[src/rtl/oam_dma.sv]
// OAM DMA engine and CPU bus gate.
// A write to 0xFF46 copies 160 bytes from {src,8'h00} into OAM, one byte per
// M-cycle. While the copy runs the CPU only reaches HRAM and 0xFF46; all other
// CPU reads return 0xFF and CPU writes are dropped.
//
// Handshake: there is no valid/ready flow control. A CPU access is a request
// held for a whole M-cycle; reads are answered combinationally and writes take
// effect on the clk edge that ends t_cycle==3. oam_write is a single-clk strobe
// in the t_cycle==3 phase, qualified only by itself.
module oam_dma (
  input  logic        clk,
  input  logic        reset,
  input  logic [1:0]  t_cycle,
  input  logic [15:0] cpu_addr,
  input  logic        cpu_enable,
  input  logic        cpu_write,
  input  logic [7:0]  cpu_wdata,
  output logic [7:0]  cpu_rdata,
  output logic [15:0] bus_addr,
  output logic        bus_enable,
  output logic        bus_write,
  output logic [7:0]  bus_wdata,
  input  logic [7:0]  bus_rdata,
  output logic [6:0]  hram_addr,
  output logic        hram_enable,
  output logic        hram_write,
  output logic [7:0]  hram_wdata,
  input  logic [7:0]  hram_rdata,
  output logic [7:0]  oam_addr,
  output logic        oam_write,
  output logic [7:0]  oam_wdata,
  output logic        dma_active
);

  typedef enum logic [1:0] {
    IDLE  = 2'd0,
    START = 2'd1,
    XFER  = 2'd2
  } state_t;

  localparam logic [7:0] LAST_BYTE = 8'd159;

  state_t     state, state_next;
  logic [7:0] src, src_next;
  logic [7:0] count, count_next;
  logic       locked, locked_next;

  logic       m_end;
  logic       reg_hit;
  logic       hram_hit;
  logic       bus_hit;
  logic       reg_wr;
  logic [7:0] src_eff;

  // Address decode and the end-of-M-cycle update strobe.
  always_comb begin
    m_end    = (t_cycle == 2'd3);
    reg_hit  = (cpu_addr == 16'hFF46);
    hram_hit = (cpu_addr >= 16'hFF80) && (cpu_addr <= 16'hFFFE);
    bus_hit  = !reg_hit && !hram_hit;
    reg_wr   = cpu_enable && cpu_write && reg_hit;
    // 0xE0-0xFF sources mirror the 0xC0-0xDF work RAM pages.
    src_eff  = (src >= 8'hE0) ? (src & 8'hDF) : src;
  end

  // State register: everything updates only on the last phase of an M-cycle.
  always_ff @(posedge clk) begin
    if (reset) begin
      state  <= IDLE;
      src    <= 8'h00;
      count  <= 8'h00;
      locked <= 1'b0;
    end else begin
      state  <= state_next;
      src    <= src_next;
      count  <= count_next;
      locked <= locked_next;
    end
  end

  // Next-state logic; an FF46 write restarts from any state and leaves
  // locked untouched so a restart stays locked through its Start cycle.
  always_comb begin
    state_next  = state;
    src_next    = src;
    count_next  = count;
    locked_next = locked;
    if (m_end) begin
      if (reg_wr) begin
        src_next   = cpu_wdata;
        count_next = 8'h00;
        state_next = START;
      end else begin
        case (state)
          START: begin
            state_next  = XFER;
            locked_next = 1'b1;
          end
          XFER: begin
            if (count == LAST_BYTE) begin
              state_next  = IDLE;
              locked_next = 1'b0;
            end else begin
              count_next = count + 8'd1;
            end
          end
          default: begin
          end
        endcase
      end
    end
  end

  // Bus, HRAM, OAM and CPU read-data routing, purely from state and CPU inputs.
  always_comb begin
    bus_addr    = cpu_addr;
    bus_enable  = 1'b0;
    bus_write   = 1'b0;
    bus_wdata   = cpu_wdata;
    hram_addr   = cpu_addr[6:0];
    hram_enable = cpu_enable && hram_hit;
    hram_write  = cpu_write && hram_hit;
    hram_wdata  = cpu_wdata;
    oam_write   = 1'b0;
    oam_addr    = 8'h00;
    oam_wdata   = 8'h00;
    cpu_rdata   = 8'hFF;
    dma_active  = locked;

    if (state == XFER) begin
      bus_addr   = {src_eff, count};
      bus_enable = 1'b1;
      if (m_end) begin
        oam_write = 1'b1;
        oam_addr  = count;
        oam_wdata = bus_rdata;
      end
    end else if (!locked && bus_hit) begin
      bus_enable = cpu_enable;
      bus_write  = cpu_write;
    end

    if (cpu_enable) begin
      if (reg_hit) begin
        cpu_rdata = src;
      end else if (hram_hit) begin
        cpu_rdata = hram_rdata;
      end else if (!locked) begin
        cpu_rdata = bus_rdata;
      end
    end
  end

endmodule

[config.mk]
export PLATFORM = sky130hd
export DESIGN_NAME = oam_dma
export DESIGN_NICKNAME = d
export VERILOG_FILES = /design/src/rtl/oam_dma.sv
export SDC_FILE = /design/constraint.sdc
export NUM_CORES = 1
export LEC_CHECK = 0
export ABC_AREA = 1
export CORE_UTILIZATION = 40
export DETAILED_ROUTE_END_ITERATION = 6
export PLACE_DENSITY = 0.87
export SETUP_SLACK_MARGIN = 0.3
export SYNTH_ARGS = -nofsm -noshare
export SYNTH_HDL_FRONTEND = slang
export SYNTH_SLANG_ARGS = --single-unit
[constraint.sdc]
create_clock -name clk -period 4.44 [get_ports clk]
set_input_delay 1.11 -clock clk [delete_from_list [all_inputs] [get_ports clk]]
set_output_delay 1.11 -clock clk [all_outputs]
set_load 0.005 [all_outputs]
Word-level counts from Yosys, hierarchy flattened --
Cells that the tools add are included.
Word-level totals: register bits 19, input port bits 46, output and inout port bits 69
Cells by class: equal/unequal tests 8, bitwise gates (word level) 1, reductions and logical operators 17, add/subtract/negate cells 1, magnitude comparators 3, multiplexer cells 24
Operators by type and width (count):
- two-way mux 8 bit | 11
- equality test 16 bit (second input constant) | 1
- >= comparator 16 bit (second input constant) | 1
- <= comparator 16 bit (second input constant) | 1
- two-way mux 16 bit | 1
- adder 8 x 1 -> 8 bit (second input constant) | 1
- equality test 8 bit (second input constant) | 1
- >= comparator 8 bit (second input constant) | 1
- logical AND 1 bit | 7
- two-way mux 1 bit | 7
- two-way mux 6 bit | 1
- AND reduction 3 bit | 2
- equality test 2 bit (second input constant) | 2
- two-way mux 2 bit | 2
- inequality test 2 bit (second input constant) | 2
- one-hot mux 2 bit (2 select lines) | 1
- AND reduction 4 bit | 1
- nonzero test 2 bit | 2
- logical NOT 1 bit | 3
- inequality test 3 bit (second input constant) | 1
- nonzero test 3 bit | 1
- equality test 2 x 1 -> 1 bit (second input constant) | 1
- one-hot mux 1 bit (2 select lines) | 1
- AND reduction 2 bit | 1
- NOT 1 bit | 1

Depth between registers and ports, before layout --
Gate-level depths: netlist of the first run.
depth in word-level cells 7, mapped depth 11, gate-level depth less buffers 11

Worst setup path after synthesis of the first run --
OpenSTA, ideal clock, no wires.
path type input to output, start point in cpu_addr[4], end point out bus_enable, data required time 3.330 ns, stages 6, arrival 1.923 ns, slack 1.407 ns, path through inv_1 > nor3_1 > nand4_1 > nand3_1 > nand3_1 > o21ai_0
On the way: word-level cells in the longest chain between the ends 7, elaborated cells between the ends (all ways) 10
RTL lines:
- start, declared | RTL line 14 | input logic [15:0] cpu_addr,
- >= comparator 16 bit or <= comparator 16 bit (tied branches) | RTL line 59 | hram_hit = (cpu_addr >= 16'hFF80) && (cpu_addr <= 16'hFFFE);
- logical AND 1 bit | RTL line 59
- logical NOT 1 bit | RTL line 60 | bus_hit = !reg_hit && !hram_hit;
- logical AND 1 bit (*) | RTL line 60
- logical AND 1 bit (*) | RTL line 138 | end else if (!locked && bus_hit) begin
- two-way mux 1 bit (*) | RTL line 138
- two-way mux 1 bit (*) | RTL line 130 | if (state == XFER) begin
- end, declared | RTL line 20 | output logic bus_enable,
Mark *: on every way between the ends. The rest lies on a longest branch, timed or not.

Worst setup path in the final report of the first run --
start point in cpu_addr[8], end point out cpu_rdata[2]
On the way: word-level cells in the longest chain between the ends 5, elaborated cells between the ends (all ways) 7
RTL lines:
- >= comparator 16 bit or <= comparator 16 bit (tied branches) | RTL line 59
- logical AND 1 bit | RTL line 59
- two-way mux 8 bit | RTL line 146 | end else if (hram_hit) begin
- two-way mux 8 bit (*) | RTL line 144 | if (reg_hit) begin
- two-way mux 8 bit (*) | RTL line 143 | if (cpu_enable) begin
- end, declared | RTL line 18 | output logic [7:0] cpu_rdata,
Marks and branches as above.

==> results of run 1 <==
through the flow:
step	cell area (um2)	cells	hold WS, ns	setup slack (ns)
6_report	2980	468	0.489	0.411
4_1_cts	2900	467	0.486	0.311
2_1_floorplan	1810	323	0.451	1.41
3_3_place_gp	2850	463	0.467	0.275
5_1_grt	2980	468	0.511	0.296
3_5_place_dp	2850	463	0.475	0.218
final cells by class:
type                            instances  area [um2]
Clock inverter                          1        7.51
Sequential cell                        19         380
Multi-Input combinational cell        221        1070
Fill cell                             378        1370
Tap cell                               52        65.1
Clock buffer                            3        41.3
Timing Repair Buffer                  118        1210
Inverter                               54         206
layer usage:
layer	global-route usage, %	up-vias	routed length [um]
li1	-	1168	-
met1	29.3	1000	2450
met2	39.6	81	2890
met3	2.33	9	318
met4	7.94	0	112
met5	0	-	0
timing repair:
action                                  CTS  global route
hold endpoints to repair                  0             0
pin swaps                                 0             3
setup buffers                             0             1
resized for setup                         1            19
endpoints found under the setup margin    8            24
cell families (layout without fill, tap and decap cells):
kind of cell | after synthesis | in the layout | synth area share (%)
AND/OR/NAND/NOR | 183 | 183 | 45.3
buffers and inverters | 83 | 176 | 22.0
AO/OA/AOI/OAI | 35 | 35 | 9.66
flip-flops | 19 | 19 | 21.0
adder cells (fa/ha/maj) | 3 | 3 | 2.07
worst max-delay path by stage:
stage            startpoint           end  slack, ns  cells after the start
6_report        cpu_addr[8]  cpu_rdata[2]       0.41                      9
5_1_grt         cpu_addr[8]  cpu_rdata[2]       0.30                      9
2_1_floorplan   cpu_addr[4]    bus_enable       1.41                      6
3_5_place_dp    cpu_addr[4]  cpu_rdata[3]       0.22                      9
4_1_cts        cpu_addr[15]  cpu_rdata[3]       0.31                      9
3_3_place_gp    cpu_addr[6]  cpu_rdata[2]       0.28                      9
cells in the final DEF (no fill, tap or decap):
cell	n
a21oi_1	10
buf_12	1
buf_4	2
buf_6	1
clkbuf_8	3
clkdlybuf4s50_1	106
clkinv_1	2
clkinvlp_4	2
dfxtp_1	19
dlymetal6s2s_1	8
ha_1	3
inv_1	44
inv_2	7
nand2_1	82
nand2_2	2
nand2_4	2
nand3_1	18
nand3_2	2
nand3_4	2
nand3b_1	8
nand4_1	5
nor2_1	53
nor2_2	2
nor2_4	3
nor3_1	1
nor3_2	1
nor3_4	1
o21ai_0	23
o21ai_1	2
or2_0	1
critical path, stage by stage:
cell and delay, ns:
clkdlybuf4s50_1 0.49, inv_1 0.08, nor3_4 0.25, nand3_2 0.12, buf_6 0.15, nand3_1 0.07
nand3b_1 0.09, nand2_1 0.06, clkdlybuf4s50_1 0.49
state kept, by name, summed over array words and instances (netlist names):
signal	count
src	8
count	8
dma_active	1
state	2
where the power goes:
part	internal [mW]	switching [mW]	total [mW]
clock network	0.0634	0.0631	0.127
logic	0.0829	0.0465	0.129
registers	0.170	0.000000222	0.170
total	0.317	0.110	0.426
==> results.sh, run 1 <==
export IMPL_syn_area_um2=1810
export IMPL_boundaryPins=115
export IMPL_cp_required_ns=3.33
export IMPL_grt_antenna_before_repair=0
export IMPL_max_slew_margin_pct=53.1
export IMPL_diodes=0
export IMPL_wire_per_inst_um=12.3
export IMPL_syn_avg_cell_area_um2=5.61
export IMPL_synth_net_count=372
export IMPL_hp_start="state[0]$_SDFFE_PP0P_"
export IMPL_grt_max_degree=22
export IMPL_antenna_left=0
export IMPL_p_leak_nw=1.37
export IMPL_skew_ns=0.00295
export IMPL_cp_start_kind="input pin"
export IMPL_drc=0
export IMPL_vias_per_cell=4.82
export IMPL_worstHoldPathCells=2
export IMPL_maxCapViolCount=0
export IMPL_rr_worst_depth=8
export IMPL_synth_area_leaders="dfxtp_1 (21%), nand2_1 (17%), nor2_1 (11%)"
export IMPL_dieArea_um2=4810
export IMPL_grt_use_total_pct=22.8
export IMPL_yosysMostFrequentCell="nand2_1"
export IMPL_async_reset_ff_share_pct=0
export IMPL_area_growth_synth_to_final_pct=64.5
export IMPL_r2r_start="state[0]$_SDFFE_PP0P_"
export IMPL_crit_arrival_ns=2.92
export IMPL_ys_types=23
export IMPL_wirelength_um=5770
export IMPL_rr_endpoint="count[0]$_SDFFE_PP0P_"
export IMPL_slew_viol_final=0
export IMPL_tns_ns=0
export IMPL_cts_hold_buf=0
export IMPL_clk_path_buf_depth=2
export IMPL_path_clk_slew_ns=0.07
export IMPL_fmax_ghz=0.248
export IMPL_ys_seq_area_share_pct=21.0
export IMPL_cts_buffers=3
export IMPL_htree_num_levels=1
export IMPL_power_mw=0.426
export IMPL_grt_overflow_total=0
export IMPL_initial_utilization_pct=41.6
export IMPL_cts_tree="yes"
export IMPL_ff2ff_setup_slack_ns=2.52
export IMPL_hold_end="state[0]$_SDFFE_PP0P_"
export IMPL_core_rowCount=24
export IMPL_status="finished, final reports clean"
export IMPL_hold_violations=0
export IMPL_synth_top_area_cell="dfxtp_1"
export IMPL_grt_pass1_vias=1996
export IMPL_synth_top_area_share_pct=21.0
export IMPL_drtIter0Drc=170
export IMPL_synthTopCellsByCount="nand2_1 (82), nor2_1 (54), inv_1 (47)"
export IMPL_die_x_um=69.3
export IMPL_io_buffers=114
export IMPL_die_h_um=69.3
export IMPL_fin_util_pct=68.5
export IMPL_p_per_area_nw_per_um2=143
export IMPL_ys_ff_latch=19
export IMPL_dp_hpwl_um=4480
export IMPL_place_gp_congestion=0.814
export IMPL_rsz0062_at_grt="no"
export IMPL_cts_sinks=19
export IMPL_fin_crit_ns=4.03
export IMPL_worst_slew_pin_slew_ns=0.703
export IMPL_crit_type="in -> out"
export IMPL_vias=2258
export IMPL_cts_root_buf="clkbuf_8"
export IMPL_ir_worst_vdd_uv=166
export IMPL_clk_insertion_delay_late_ns=0.26
export IMPL_critPathMaxFanout=8
export IMPL_core_um2=4350
export IMPL_synth_ff_type="dfxtp_1"
export IMPL_grt_pass1_wl_um=9130
export IMPL_postSynthCellCount=323
export IMPL_period_share_pct=90.7
export IMPL_hold_class="reg -> reg"
export IMPL_drive_gt1_share_pct=7.45
export IMPL_synth_yosys_warnings=0
export IMPL_dr_pass1_iters=4
export IMPL_num_nets_final=466
export IMPL_report_final_setup_viol=0
export IMPL_end_kind="output port"
export IMPL_synth_edff_count=0
Power figures use the tool's default switching activity.
==> run 2, diff against run 1 <==
- CORE_UTILIZATION: 40 -> 25
- PLACE_DENSITY: 0.87 -> unset
==> run 2 against run 1 <==
Net effect:
- setup slack got worse by 0.060 ns
- design area increased by 3.0%
- via count increased by 1.7%
- critical path type unchanged
- highest routed layer unchanged
==> results.sh, run 2 (same netlist as run 1, synthesis figures left out) <==
export IMPL_cts_sinks=19
export IMPL_status="finished, final reports clean"
export IMPL_fin_crit_ns=4.09
export IMPL_grt_pass1_wl_um=9270
export IMPL_postPlaceCellArea_um2=2910
export IMPL_critPathMostFrequentCell="clkdlybuf4s50_1"
export IMPL_grt_antenna_before_repair=0
export IMPL_drive_gt1_share_pct=8.53
export IMPL_cp_top_family="buffers and inverters"
export IMPL_cp_required_ns=3.33
export IMPL_max_slew_margin_pct=52.1
export IMPL_wirelength_um=6210
export IMPL_fillerInstances=749
export IMPL_vias_per_cell=4.43
export IMPL_cp_num_buf_inv=4
export IMPL_antenna_left=0
export IMPL_crit_slowest_cell="clkdlybuf4s50_1"
export IMPL_path_clk_slew_ns=0.07
export IMPL_period_share_pct=92.1
export IMPL_crit_chain="clkdlybuf4s50_1 -> inv_1 -> nor3_4 -> nand3_2 -> buf_6 -> nand3_1 -> nand3b_1 -> nand2_1 -> clkdlybuf4s50_1"
export IMPL_grt_overflow_total=0
export IMPL_skew_ns=0.00530
export IMPL_dp_hpwl_um=4990
export IMPL_mostFrequentLayoutCells="clkdlybuf4s50_1 (107), nand2_1 (81), nor2_1 (54)"
export IMPL_core_rowCount=30
export IMPL_p_leak_nw=1.40
export IMPL_maxCapViolCount=0
export IMPL_core_um2=6910
export IMPL_area_sequential_um2=380
export IMPL_cts_root_buf="clkbuf_8"
export IMPL_crit_arrival_ns=2.98
export IMPL_drc=0
export IMPL_die_x_um=87.2
export IMPL_dr_pass1_iters=5
export IMPL_p_per_area_nw_per_um2=139
export IMPL_grt_use_total_pct=15.5
export IMPL_slowest_delay_ns=0.50
export IMPL_hold_violations=0
export IMPL_cts_buffers=3
export IMPL_place_gp_congestion=0.819
export IMPL_setup_ws_ns=0.351
export IMPL_hold_class="reg -> reg"
export IMPL_die_h_um=87.2
export IMPL_end_kind="output port"
export IMPL_post_place_ws_ns=0.219
export IMPL_slew_viol_final=0
export IMPL_area_growth_synth_to_final_pct=69.5
export IMPL_design_area_um2=3070
export IMPL_report_final_setup_viol=0
export IMPL_rsz0062_at_grt="yes"
export IMPL_cp_start_kind="input pin"
export IMPL_tns_ns=0
export IMPL_num_nets_final=472
export IMPL_drtIter0Drc=92
export IMPL_multi_input_area_um2=1090
export IMPL_crit_type="in -> out"
export IMPL_grt_max_degree=22
export IMPL_vias=2296
export IMPL_cts_tree="yes"
export IMPL_top_regs="count: 8 flops, src: 8 flops, state: 2 flops"
export IMPL_ir_worst_vdd_uv=63.4
export IMPL_worst_slew_pin_slew_ns=0.718
export IMPL_diodes=0
export IMPL_fmax_ghz=0.245
export IMPL_initial_utilization_pct=26.3
export IMPL_htree_num_levels=1
export IMPL_critPathMaxFanout=8
export IMPL_grt_pass1_vias=1988
export IMPL_layout_commonest_cell="clkdlybuf4s50_1"
export IMPL_clk_insertion_delay_late_ns=0.26
export IMPL_boundaryPins=115
export IMPL_wire_per_inst_um=12.0
export IMPL_clk_path_buf_depth=2
export IMPL_dieArea_um2=7600
export IMPL_io_buffers=114
[run 2: cell types whose count changed in the layout (fill, tap and decap cells not counted), sizes merged]
cell           previous run  this run
buf                       4         9
dlymetal6s2s              8         7
nand3                    22        23
clkinvlp                  2         0
clkbuf                    3         4
clkdlybuf4s50           106       107
inv                      51        52
[run 2: final timing paths]
check | start | to | slack [ns] | depth (start not counted)
max | cpu_addr[12] | cpu_rdata[7] | 0.35 | 9
max reg2reg | state[0]$_SDFFE_PP0P_ | count[6]$_SDFFE_PP0P_ | 2.53 | 8
min | state[1]$_SDFFE_PP0P_ | state[1]$_SDFFE_PP0P_ | 0.49 | 2
min reg2reg | state[1]$_SDFFE_PP0P_ | state[1]$_SDFFE_PP0P_ | 0.49 | 2
[run 2: worst reg2reg max path: cells and delay by family (launching register included)]
family | cells | cell delay [ns]
DFF | 1 | 0.33
buffers and inverters | 2 | 0.15
AOI/OAI and AO/OA | 1 | 0.13
adders and majority gates | 1 | 0.62
and+or+nand+nor | 4 | 0.62
[run 2: cell type report]
class / count / share of cell area, %
clock buffers: 4 / 1.47
inverters: 54 / 6.76
multi-input cells: 222 / 35.5
flip-flops and latches: 19 / 12.4
well taps: 96 / 3.91
repair buffers: 123 / 40.0
[run 2: per-layer routing]
metal,vias up,wire length (um),GRT usage [%]
met3,11,454,2.18
met2,92,2870,27.5
met1,1018,2750,19.3
met4,0,137,5.07
met5,-,0,0
li1,1175,-,-
[run 2: per-stage QoR]
stage / power [mW] / hold WS [ns] / util (%) / instances
after floorplan: 0.221 / 0.451 / - / 323
after global placement: 0.306 / 0.469 / 42.1 / 508
after detailed placement: 0.305 / 0.480 / 42.1 / 508
after CTS: 0.429 / 0.490 / 42.9 / 512
after global routing: 0.447 / 0.515 / 44.5 / 518
final: 0.428 / 0.485 / 44.5 / 518
[run 2: timing repair]
| item | in CTS | in global routing |
|---|---|---|
| buffers inserted | 0 | 5 |
| cloned | 0 | 1 |
| resized for setup | 4 | 19 |
| hold buffers | 0 | 0 |
| endpoints found under the setup margin | 9 | 26 |
| pin swaps | 0 | 8 |
| hold endpoints to repair | 0 | 0 |
[run 2: where the power goes]
part	switching (mW)	internal, mW	leakage, nW	total, mW
registers	0.000000220	0.170	0.153	0.170
clock network	0.0610	0.0640	0.0228	0.125
logic	0.0483	0.0843	1.22	0.133
==> run 3, diff against run 2 <==
==> constraint.sdc (replaced) <==
create_clock -name clk -period 4.44 [get_ports clk]
set_input_delay 1.11 -clock clk [delete_from_list [all_inputs] [get_ports clk]]
set_output_delay 1.11 -clock clk [all_outputs]
set_load 0.01 [all_outputs]
==> run 3 against run 2 <==
Net effect:
- routed wire length increased by 0.68%
- setup slack got worse by 0.095 ns
- sequential share of layout area increased by 0.29 points
- design area decreased by 2.3%
- sequential power about the same
- utilization decreased by 1.0 points
- first-iteration DRC count increased by 4.3%
- clock power decreased by 3%
- largest power group unchanged
- highest routed layer unchanged
==> results.sh, run 3 (same netlist as run 1, synthesis figures left out) <==
export IMPL_status="finished, final reports clean"
export IMPL_crit_type="in -> out"
export IMPL_hold_end="state[0]$_SDFFE_PP0P_"
export IMPL_rr_endpoint="count[6]$_SDFFE_PP0P_"
export IMPL_power_frac_comb_pct=32.5
export IMPL_top_layer_used="met4"
export IMPL_die_h_um=87.2
export IMPL_io_buffers=114
export IMPL_area_growth_synth_to_final_pct=65.6
export IMPL_mostFrequentLayoutCells="clkdlybuf4s50_1 (104), nand2_1 (82), nor2_1 (54)"
export IMPL_fin_util_pct=43.5
export IMPL_rr_worst_depth=8
export IMPL_grt_antenna_before_repair=0
export IMPL_core_um2=6910
export IMPL_postPlaceCellArea_um2=2910
export IMPL_p_seq_share_pct=39.5
export IMPL_crit_chain="clkdlybuf4s50_1 -> nand3_1 -> nor3_4 -> nand3_1 -> buf_4 -> nand3_1 -> nand3b_1 -> nand2_1 -> clkdlybuf4s50_1"
export IMPL_num_nets_final=466
export IMPL_p_leak_nw=1.34
export IMPL_stdcell_count=512
export IMPL_power_switching_mw=0.114
export IMPL_switching_share_pct=26.4
export IMPL_cp_num_buf_inv=3
export IMPL_fillerInstances=769
export IMPL_vias_per_cell=4.44
export IMPL_fmax_ghz=0.239
export IMPL_met2_length_um=2940
export IMPL_post_place_ws_ns=0.185
export IMPL_htree_num_levels=1
export IMPL_grt_pass1_vias=2008
export IMPL_r2r_start="state[0]$_SDFFE_PP0P_"
export IMPL_cts_setup_buffers=0
export IMPL_dr_pass1_iters=4
export IMPL_wirelength_um=6260
export IMPL_holdWs_ns=0.485
export IMPL_p_per_area_nw_per_um2=144
export IMPL_slowest_delay_ns=0.54
export IMPL_cts_tree="yes"
export IMPL_clk_insertion_delay_late_ns=0.26
export IMPL_top_regs="count: 8 flops, src: 8 flops, state: 2 flops"
export IMPL_clk_path_buf_depth=2
export IMPL_dieArea_um2=7600
export IMPL_diodes=0
export IMPL_wl_met1_um=2750
export IMPL_grt_use_total_pct=16.1
export IMPL_layout_commonest_cell="clkdlybuf4s50_1"
export IMPL_tns_ns=0
export IMPL_core_rowCount=30
export IMPL_drive_gt1_share_pct=6.25
export IMPL_dp_hpwl_um=5070
export IMPL_drc=0
export IMPL_wl_met3_um=492
export IMPL_drtIter0Drc=96
export IMPL_wire_per_inst_um=12.2
export IMPL_slew_viol_final=0
export IMPL_grt_pass1_wl_um=9560
export IMPL_die_x_um=87.2
export IMPL_dpl_cell_count=508
export IMPL_max_slew_margin_pct=55.9
export IMPL_path_clk_slew_ns=0.07
export IMPL_period_share_pct=94.2
export IMPL_design_area_um2=3000
export IMPL_setup_ws_ns=0.256
export IMPL_grt_overflow_total=0
export IMPL_antenna_left=0
export IMPL_skew_ns=0.00453
export IMPL_ir_worst_vdd_uv=83.7
export IMPL_boundaryPins=115
export IMPL_end_kind="output port"
export IMPL_p_clk_share_pct=28.0
export IMPL_rsz0062_at_grt="yes"
export IMPL_cp_startpoint="cpu_addr[7]"
export IMPL_cp_required_ns=3.33
export IMPL_cts_sinks=19
export IMPL_grt_max_degree=22
export IMPL_power_mw=0.431
export IMPL_crit_arrival_ns=3.07
export IMPL_fin_crit_ns=4.18
export IMPL_cp_start_kind="input pin"
export IMPL_cts_buffers=3
export IMPL_vias=2274
export IMPL_cp_top_family="buffers and inverters"
export IMPL_p_int_mw=0.317
export IMPL_hold_violations=0
export IMPL_worst_slew_pin_slew_ns=0.661
export IMPL_report_final_setup_viol=0
export IMPL_crit_slowest_cell="clkdlybuf4s50_1"
export IMPL_place_gp_congestion=0.816
export IMPL_maxCapViolCount=0
export IMPL_initial_utilization_pct=26.3
export IMPL_cts_root_buf="clkbuf_8"
export IMPL_worstHoldPathCells=2
export IMPL_ff2ff_setup_slack_ns=2.57
export IMPL_critPathMostFrequentCell="nand3_1"
export IMPL_critPathMaxFanout=8
export IMPL_hp_start="state[0]$_SDFFE_PP0P_"
export IMPL_hold_class="reg -> reg"
## run 3: cell types whose count changed in the layout (fill, tap and decap cells not counted), sizes merged
cell	change
buf	-5
clkdlybuf4s50	-3
dlygate4sd2	+2
dlymetal6s2s	+1
nand3	-1
## run 3: repair_timing
action | in CTS | in global routing
resized for setup | 6 | 13
pin swaps | 0 | 0
hold buffers | 0 | 0
endpoints found under the setup margin | 11 | 24
cloned | 0 | 0
## run 3: worst reg2reg max path, delay by kind of cell (launching register included)
kind,cells,cell delay [ns]
fa+ha+maj,1,0.58
simple gates,4,0.63
flops,1,0.33
buf+inv,2,0.16
compound gates,1,0.12
## run 3: layer usage
metal	global-route usage (%)	vias to the layer above
li1	-	1161
met3	2.46	7
met5	0	-
met2	27.9	96
met4	5.22	0
met1	20.4	1010
## run 3: cell type report
class	instances	area [um2]	share of cell area, %
Clock buffer	4	45.0	1.50
Inverter	54	205	6.84
Multi-Input combinational cell	221	1060	35.4
Sequential cell	19	380	12.7
Tap cell	96	120	4.00
Timing Repair Buffer	118	1190	39.6
## run 3: how the worst max path moves through the flow
| stage | to | slack (ns) | cells past startpoint |
|---|---|---|---|
| after CTS | cpu_rdata[4] | 0.27 | 9 |
| after detailed placement | cpu_rdata[4] | 0.19 | 9 |
| after global placement | cpu_rdata[4] | 0.24 | 10 |
| final | cpu_rdata[0] | 0.26 | 9 |
| after global routing | cpu_rdata[0] | 0.08 | 9 |
| after floorplan | bus_enable | 1.30 | 6 |
## run 3: power groups by stage
stage	logic, mW	registers (mW)	clock network, mW
floorplan	0.0564	0.174	0
global placement	0.141	0.174	0
detailed placement	0.141	0.174	0
CTS	0.142	0.170	0.126
global route	0.152	0.170	0.136
finish	0.140	0.170	0.121
